==> src/rtl/calu_seq.sv <==
`default_nettype none
// ============================================================================
// calu_seq : sequential complex ALU, one shared WxW multiplier, start/busy/done
// Optional build macro: CALU_SAT_EN (saturate instead of wrap on overflow)
// Revision: 1.0
// ============================================================================
module calu_seq #(
  parameter int W    = 32,
  parameter int FRAC = 0
) (
  input  logic           clock,
  input  logic           reset,
  input  logic [2*W-1:0] inA,
  input  logic [2*W-1:0] inB,
  input  logic [3:0]     opr,
  input  logic           start,
  output logic [2*W-1:0] outAB,
  output logic           done,
  output logic           busy,
  output logic           ovf
);
  localparam int AW = 2*W + 2;

  typedef enum logic [1:0] {
    S_IDLE = 2'd0,
    S_EXEC = 2'd1,
    S_MUL  = 2'd2,
    S_NORM = 2'd3
  } state_t;

  state_t                r_state, w_state_nxt;
  logic [2*W-1:0]        r_a, r_b, r_out;
  logic [3:0]            r_opr;
  logic [1:0]            r_cnt;
  logic signed [AW-1:0]  r_acc_re, r_acc_im;
  logic                  r_done, r_ovf;

  logic                  w_accept, w_is_mul, w_last, w_to_re, w_neg;
  logic [W-1:0]          w_ra, w_ia, w_rb, w_ib;
  logic signed [W-1:0]   w_mx, w_my;
  logic signed [2*W-1:0] w_prod;
  logic signed [AW-1:0]  w_ext, w_term, w_sh_re, w_sh_im;
  logic [W:0]            w_e_re, w_e_im, w_n_re, w_n_im, w_m_re, w_m_im;
  logic                  w_e_raw;
  logic [2*W-1:0]        w_e_word;

  // {overflow, narrowed value}; overflow when the bits above W-1 are not a pure sign extension
  function automatic logic [W:0] narrow(input logic signed [AW-1:0] v);
    logic         o;
    logic [W-1:0] r;
    o = !((&v[AW-1:W-1]) || !(|v[AW-1:W-1]));
    r = v[W-1:0];
`ifdef CALU_SAT_EN
    if (o) r = v[AW-1] ? {1'b1, {(W-1){1'b0}}} : {1'b0, {(W-1){1'b1}}};
`endif
    return {o, r};
  endfunction

  function automatic logic signed [AW-1:0] sx1(input logic [W:0] v);
    return {{(AW-W-1){v[W]}}, v};
  endfunction

  assign w_ra  = r_a[2*W-1:W];
  assign w_ia  = r_a[W-1:0];
  assign w_rb  = r_b[2*W-1:W];
  assign w_ib  = r_b[W-1:0];
  assign busy  = (r_state != S_IDLE);
  assign outAB = r_out;
  assign done  = r_done;
  assign ovf   = r_ovf;

  assign w_is_mul = (opr == 4'b0100) || (opr == 4'b0110) || (opr == 4'b0111);
  assign w_last   = (r_opr == 4'b0110) ? (r_cnt == 2'd1) : (r_cnt == 2'd3);

  always_ff @(posedge clock) begin
    if (reset) r_state <= S_IDLE;
    else       r_state <= w_state_nxt;
  end

  always_comb begin
    w_state_nxt = r_state;
    w_accept    = 1'b0;
    case (r_state)
      S_IDLE: if (start) begin
        w_accept    = 1'b1;
        w_state_nxt = w_is_mul ? S_MUL : S_EXEC;
      end
      S_EXEC:  w_state_nxt = S_IDLE;
      S_MUL:   if (w_last) w_state_nxt = S_NORM;
      S_NORM:  w_state_nxt = S_IDLE;
      default: w_state_nxt = S_IDLE;
    endcase
  end

  // Product order per step: ac, bd, ad, bc
  always_comb begin
    case (r_cnt)
      2'd0:    begin w_mx = w_ra; w_my = w_rb; end
      2'd1:    begin w_mx = w_ia; w_my = w_ib; end
      2'd2:    begin w_mx = w_ra; w_my = w_ib; end
      default: begin w_mx = w_ia; w_my = w_rb; end
    endcase
  end

  assign w_prod  = $signed({{W{w_mx[W-1]}}, w_mx}) * $signed({{W{w_my[W-1]}}, w_my});
  assign w_ext   = {{2{w_prod[2*W-1]}}, w_prod};
  assign w_neg   = ((r_opr == 4'b0100) && (r_cnt == 2'd1)) || ((r_opr == 4'b0111) && (r_cnt == 2'd2));
  assign w_term  = w_neg ? -w_ext : w_ext;
  assign w_to_re = (r_cnt == 2'd0) || ((r_cnt == 2'd1) && (r_opr != 4'b0110));
  assign w_sh_re = r_acc_re >>> FRAC;
  assign w_sh_im = r_acc_im >>> FRAC;
  assign w_m_re  = narrow(w_sh_re);
  assign w_m_im  = narrow(w_sh_im);

  always_comb begin
    w_e_re   = '0;
    w_e_im   = '0;
    w_e_raw  = 1'b0;
    w_e_word = '0;
    case (r_opr)
      4'b0000: begin w_e_re = {w_ra[W-1], w_ra}; w_e_im = {w_ia[W-1], w_ia}; end
      4'b0001: begin w_e_re = {w_rb[W-1], w_rb}; w_e_im = {w_ib[W-1], w_ib}; end
      4'b0010: begin
        w_e_re = {w_ra[W-1], w_ra} + {w_rb[W-1], w_rb};
        w_e_im = {w_ia[W-1], w_ia} + {w_ib[W-1], w_ib};
      end
      4'b0011: begin
        w_e_re = {w_ra[W-1], w_ra} - {w_rb[W-1], w_rb};
        w_e_im = {w_ia[W-1], w_ia} - {w_ib[W-1], w_ib};
      end
      4'b1000: begin w_e_raw = 1'b1; w_e_word = (r_a == r_b) ? {{(2*W-1){1'b0}}, 1'b1} : '0; end
      4'b1011: begin w_e_re = {w_ra[W-1], w_ra}; w_e_im = '0 - {w_ia[W-1], w_ia}; end
      4'b1100: begin w_e_re = '0 - {w_ra[W-1], w_ra}; w_e_im = '0 - {w_ia[W-1], w_ia}; end
      default: w_e_raw = 1'b1;
    endcase
  end

  assign w_n_re = narrow(sx1(w_e_re));
  assign w_n_im = narrow(sx1(w_e_im));

  always_ff @(posedge clock) begin
    if (reset) begin
      r_a      <= '0;
      r_b      <= '0;
      r_opr    <= '0;
      r_cnt    <= '0;
      r_acc_re <= '0;
      r_acc_im <= '0;
      r_out    <= '0;
      r_done   <= 1'b0;
      r_ovf    <= 1'b0;
    end else begin
      r_done <= 1'b0;
      if (w_accept) begin
        r_a      <= inA;
        r_b      <= inB;
        r_opr    <= opr;
        r_cnt    <= '0;
        r_acc_re <= '0;
        r_acc_im <= '0;
      end
      if (r_state == S_MUL) begin
        r_cnt <= r_cnt + 2'd1;
        if (w_to_re) r_acc_re <= r_acc_re + w_term;
        else         r_acc_im <= r_acc_im + w_term;
      end
      if (r_state == S_EXEC) begin
        r_done <= 1'b1;
        if (w_e_raw) begin
          r_out <= w_e_word;
          r_ovf <= 1'b0;
        end else begin
          r_out <= {w_n_re[W-1:0], w_n_im[W-1:0]};
          r_ovf <= w_n_re[W] | w_n_im[W];
        end
      end
      if (r_state == S_NORM) begin
        r_done <= 1'b1;
        r_out  <= {w_m_re[W-1:0], w_m_im[W-1:0]};
        r_ovf  <= w_m_re[W] | w_m_im[W];
      end
    end
  end
endmodule
`default_nettype wire

==> config.mk <==
export PLATFORM = sky130hd
export DESIGN_NAME = calu_seq
export DESIGN_NICKNAME = d
export VERILOG_FILES = /design/src/rtl/calu_seq.sv
export SDC_FILE = /design/constraint.sdc
export NUM_CORES = 2
export LEC_CHECK = 0
export BUFFER_PORTS_ARGS = -buffer_cell sky130_fd_sc_hd__buf_2
export CAP_MARGIN = 20
export CELL_PAD_IN_SITES_DETAIL_PLACEMENT = 1
export CELL_PAD_IN_SITES_GLOBAL_PLACEMENT = 1
export CORE_ASPECT_RATIO = 1.25
export CORE_MARGIN = 2
export CORE_UTILIZATION = 30
export DETAILED_ROUTE_END_ITERATION = 10
export PLACE_DENSITY_LB_ADDON = 0.1
export SLEW_MARGIN = 20
export SYNTH_ARGS = -nofsm -noshare
export SYNTH_HDL_FRONTEND = slang
export SYNTH_SLANG_ARGS = --single-unit
==> constraint.sdc <==
create_clock -name clock -period 14.75 [get_ports clock]
set_input_delay 3.6875 -clock clock [delete_from_list [all_inputs] [get_ports clock]]
set_output_delay 3.6875 -clock clock [all_outputs]
set_load 0.005 [all_outputs]
==> impl_results.html <==
<table>
<tr><th>Metric</th><th>Value</th></tr>
<tr><th colspan="2">Worst setup path</th></tr>
<tr><td>CP peak stage delay</td><td>0.65 ns</td></tr>
<tr><td>Arrival time worst endpoint</td><td>14.31 ns</td></tr>
<tr><td>Crit path to</td><td>r_acc_re[65]</td></tr>
<tr><td>Startpoint-to-endpoint class of the critical path</td><td>flop to flop</td></tr>
<tr><td>CP Launch Point</td><td>r_cnt[1]</td></tr>
<tr><td>Nature of the critical path startpoint</td><td>flop</td></tr>
<tr><td>Setup slack of the most critical reg-to-reg path</td><td>0.99 ns</td></tr>
<tr><td>Reg-to-reg critical path endpoint</td><td>r_acc_re[65]</td></tr>
<tr><td>Required @ worst endpoint</td><td>15.30 ns</td></tr>
<tr><td>Master of the slowest instance on the critical path</td><td>o41ai_1</td></tr>
<tr><td>Crit-path max FO</td><td>25</td></tr>
<tr><td>Most used cell, CP</td><td>fa_1</td></tr>
<tr><td>Element type at the critical path end</td><td>flop</td></tr>
<tr><td>Worst reg2reg startpoint</td><td>r_cnt[1]</td></tr>
<tr><td>Number of cells on the worst reg-to-reg path</td><td>43</td></tr>
<tr><th colspan="2">Die</th></tr>
<tr><td>Number of rows in the core area</td><td>191</td></tr>
<tr><td>Initial standard-cell utilization of the core</td><td>0.3010</td></tr>
<tr><td>Floorplan die area</td><td>220700 sq um</td></tr>
<tr><td>Height of the chip</td><td>524.8 um</td></tr>
<tr><td># IOs</td><td>202</td></tr>
<tr><td>Floorplan core area</td><td>216300 sq um</td></tr>
<tr><td>Die width</td><td>420.6 um</td></tr>
<tr><th colspan="2">Min path</th></tr>
<tr><td>Min-delay src</td><td>r_acc_re[4]</td></tr>
<tr><td>Min-Delay Path Class</td><td>flop to flop</td></tr>
<tr><th colspan="2">Synth</th></tr>
<tr><td>Largest area contributor in the netlist</td><td>fa_1</td></tr>
<tr><td>Synth warn</td><td>0</td></tr>
<tr><td>Average footprint of a synthesized cell</td><td>8.150 sq um</td></tr>
<tr><td>Number of enable-type register cells in the synthesized netlist</td><td>0</td></tr>
<tr><td>Synthesized area</td><td>65090 sq um</td></tr>
<tr><td>Post-Synthesis Cells</td><td>7987</td></tr>
<tr><td>Main synth FF type</td><td>dfxtp_1</td></tr>
<tr><td>Flops &amp; latches, synth</td><td>334</td></tr>
<tr><td>Dominant cells by area after synthesis</td><td>fa_1 33%, dfxtp_1 10%, ha_1 7.6%</td></tr>
<tr><td>Synth top cells by count</td><td>1129 x nand2_1, 1086 x fa_1, 1032 x inv_1, 792 x nor2_1, 531 x a21oi_1</td></tr>
<tr><td>Async set or reset register ratio after synthesis</td><td>0</td></tr>
<tr><td>Most used standard cell by instance count after synthesis</td><td>nand2_1</td></tr>
<tr><td>Post-Synthesis Net Count</td><td>9601</td></tr>
<tr><td>Count of unique library cells instantiated by Yosys</td><td>108</td></tr>
<tr><td>Register area share after synthesis</td><td>0.1027</td></tr>
<tr><td>Portion of synthesized cell area occupied by the leading cell type</td><td>0.3340</td></tr>
<tr><th colspan="2">Clock network</th></tr>
<tr><td>Clock-pin transition on the worst setup and hold timing paths</td><td>0.07 ns</td></tr>
<tr><td>Num Clock Sinks</td><td>334</td></tr>
<tr><td>Master cell of the clock root buffer</td><td>clkbuf_16</td></tr>
<tr><td>Clock insertion delay at the later pin of the skew report</td><td>0.63 ns</td></tr>
<tr><td>CTS tree</td><td>yes</td></tr>
<tr><td>Largest buffer count on any clock path</td><td>3</td></tr>
<tr><td>Number of buffers added by the clock tree synthesis step</td><td>40</td></tr>
<tr><td># H-tree levels</td><td>2</td></tr>
<tr><th colspan="2">Pwr</th></tr>
<tr><td>Sw Share</td><td>0.5495</td></tr>
<tr><td>Combinational cell fraction of total power</td><td>0.721</td></tr>
<tr><td>Static Leak</td><td>32.39 nW</td></tr>
<tr><td>P per Cell Area</td><td>106.7 nW/um^2</td></tr>
<tr><td>Power share of the sequential group</td><td>0.135</td></tr>
<tr><td>Clock Power Share</td><td>0.144</td></tr>
<tr><td>Reported net switching power</td><td>4.208 mW</td></tr>
<tr><td>Internal power</td><td>3.450 mW</td></tr>
<tr><td>Maximum VDD drop</td><td>0.00007472 V</td></tr>
<tr><th colspan="2">Global route</th></tr>
<tr><td>Overflow left after global routing</td><td>0</td></tr>
<tr><td>Antenna violations before repair</td><td>11</td></tr>
<tr><td>Pin count of the biggest net entering global routing</td><td>93</td></tr>
<tr><td>Via count of the first global-routing pass</td><td>64.01k</td></tr>
<tr><td>First-pass GRT wire length</td><td>450600 um</td></tr>
<tr><td>GRT Resource Usage Total</td><td>0.2801</td></tr>
<tr><th colspan="2">Route</th></tr>
<tr><td>Starting DRT DRC Count</td><td>3886</td></tr>
<tr><td>Post-detailed-route DRC marker count</td><td>0</td></tr>
<tr><td>Number of search-and-repair iterations in the first detailed-routing pass</td><td>5</td></tr>
<tr><td>DR vias</td><td>58.74k</td></tr>
<tr><td>Antenna viol nets, final</td><td>0</td></tr>
<tr><td>Overall routed net length</td><td>309700 um</td></tr>
<tr><td>Vias per cell</td><td>5.366</td></tr>
<tr><td>Routed len/inst</td><td>28.29 um</td></tr>
<tr><th colspan="2">Layout</th></tr>
<tr><td>Number of cells in the finished layout apart from fillers</td><td>10.95k</td></tr>
<tr><td>Area growth from synthesis to final layout</td><td>10.23%</td></tr>
<tr><td># nets final</td><td>9636</td></tr>
<tr><td>End-of-flow core utilization</td><td>0.3317</td></tr>
<tr><td>Share of post-route cells with drive strength above 1</td><td>0.09179</td></tr>
<tr><td>Count of filler cells inserted in the layout</td><td>25.66k</td></tr>
<tr><td>Total area of multi-input combinational cells</td><td>52940 sq um</td></tr>
<tr><td>Storage cell area</td><td>6698 sq um</td></tr>
<tr><th colspan="2">Status</th></tr>
<tr><td>Run status</td><td>complete, no violations</td></tr>
<tr><th colspan="2">STA</th></tr>
<tr><td>Setup repair after global routing missed its margin</td><td>false</td></tr>
<tr><td>Finish-stage setup viols</td><td>0</td></tr>
<tr><td>Max Clock Skew</td><td>0.04830 ns</td></tr>
<tr><td>Period utilisation layout</td><td>0.9332</td></tr>
<tr><td>Final Hold Fails</td><td>0</td></tr>
<tr><td>Slew at the pin with the worst max-slew slack</td><td>1.256 ns</td></tr>
<tr><td>Maximum clock frequency</td><td>72.65 MHz</td></tr>
<tr><td>Max-Slew Margin vs Limit</td><td>0.1536</td></tr>
<tr><td>Period minus WS final</td><td>13.76 ns</td></tr>
<tr><td>Number of pins exceeding their max-slew limit in the final report</td><td>0</td></tr>
<tr><td>Final-layout setup total negative slack</td><td>0 ns</td></tr>
<tr><th colspan="2">Place</th></tr>
<tr><td>Placer congestion estimate</td><td>0.9834</td></tr>
<tr><td>Final HPWL from detailed placement</td><td>260200 um</td></tr>
<tr><td>Number of instances in the placed design</td><td>10.87k</td></tr>
<tr><td>Number of buffers inserted by port buffering</td><td>201</td></tr>
<tr><th colspan="2">Flow run</th></tr>
<tr><td>Number of maximum-capacitance violations</td><td>0</td></tr>
</table>
how the worst min path moves through the flow:
stage	endpoint	slack (ns)	cells past startpoint
final	r_acc_re[4]	0.49	2
after global routing	r_acc_im[3]	0.51	2
after CTS	r_acc_re[4]	0.49	2
after detailed placement	r_acc_re[4]	0.48	2
after global placement	r_acc_re[4]	0.47	2
after floorplan	r_acc_im[13]	0.46	2
per-stage QoR:
step	cell area, sq um	setup WS, ns	hold WS, ns	power (mW)
3_5_place_dp	70320	0.6472	0.4829	6.568
5_1_grt	71750	0.05446	0.5131	8.202
4_1_cts	71690	0.5652	0.4917	7.707
6_report	71750	0.9855	0.4925	7.657
2_1_floorplan	65090	2.385	0.4608	4.402
3_3_place_gp	70310	0.8208	0.4727	6.521
critical path, delay by kind of cell, from the launching register on:
family,cells,cell delay (ns)
and+or+nand+nor,8,2.11
AOI/OAI and AO/OA,16,4.13
adders and majority gates,11,5.37
muxes,1,0.23
DFF,1,0.39
buffers and inverters,5,0.88
xor gates and xnor gates,2,0.48
registers in the layout (all words and copies together), names as in the netlist:
register	count
r_acc_im	66
r_acc_re	66
outAB	64
r_a	64
r_b	64
r_opr	4
r_cnt	2
r_state	2
done	1
ovf	1
kinds of logic (layout without fill, tap and decap cells):
kind of cell	after synthesis	count (layout)	synth area share
buf+inv	1530	1594	0.08913
simple gates	2599	2599	0.1746
other cells	0	2	0
fa+ha+maj	1479	1479	0.4095
xor+xnor	414	414	0.05571
flops	334	334	0.1027
compound gates	1517	1517	0.1497
mux	114	114	0.01863
timing repair:
item | in CTS | in global routing
setup endpoints to repair | 0 | 6
buffers inserted | 0 | 1
gates resized for setup | 0 | 4
hold buffers | 0 | 0
layout by cell type (no fill, tap or decap), types with 56 or more instances in the layout:
cell type and n:
fa_1 1086, nor2_1 788, ha_1 392, dfxtp_1 331, o21ai_0 236, nand3_1 154
buf_4 284, xor2_1 160, a211oi_1 78, xnor2_1 254, inv_1 1032, mux2_2 56
nand2_1 1127, nor3_1 96, buf_2 200, a21oi_1 531, nand4_1 75, a21o_1 140
nor4_1 56
per-layer routing:
metal	up-vias	routed length, um	GRT usage
li1	26068	-	-
met1	30653	123500	0.3355
met2	1497	152600	0.4869
met3	523	12470	0.02699
met4	2	21150	0.1592
met5	-	20	0
power groups by stage:
stage | clock [mW] | sequential, mW | combinational (mW)
2_1_floorplan | 0 | 0.993 | 3.41
4_1_cts | 1.13 | 1.03 | 5.54
5_1_grt | 1.16 | 1.03 | 6.01
3_5_place_dp | 0 | 1.05 | 5.52
3_3_place_gp | 0 | 1.05 | 5.47
6_report | 1.10 | 1.03 | 5.52
final cells by class:
class                      count  area share
timing repair buffer         489     0.04499
clock inverter                23    0.003906
tap                         2895     0.05048
antenna                        2  0.00006975
multi-input combinational   6123      0.7379
inverter                    1034     0.05409
sequential                   334     0.09335
clock buffer                  48     0.01522
No activity file was read; power rests on OpenSTA's default activity.
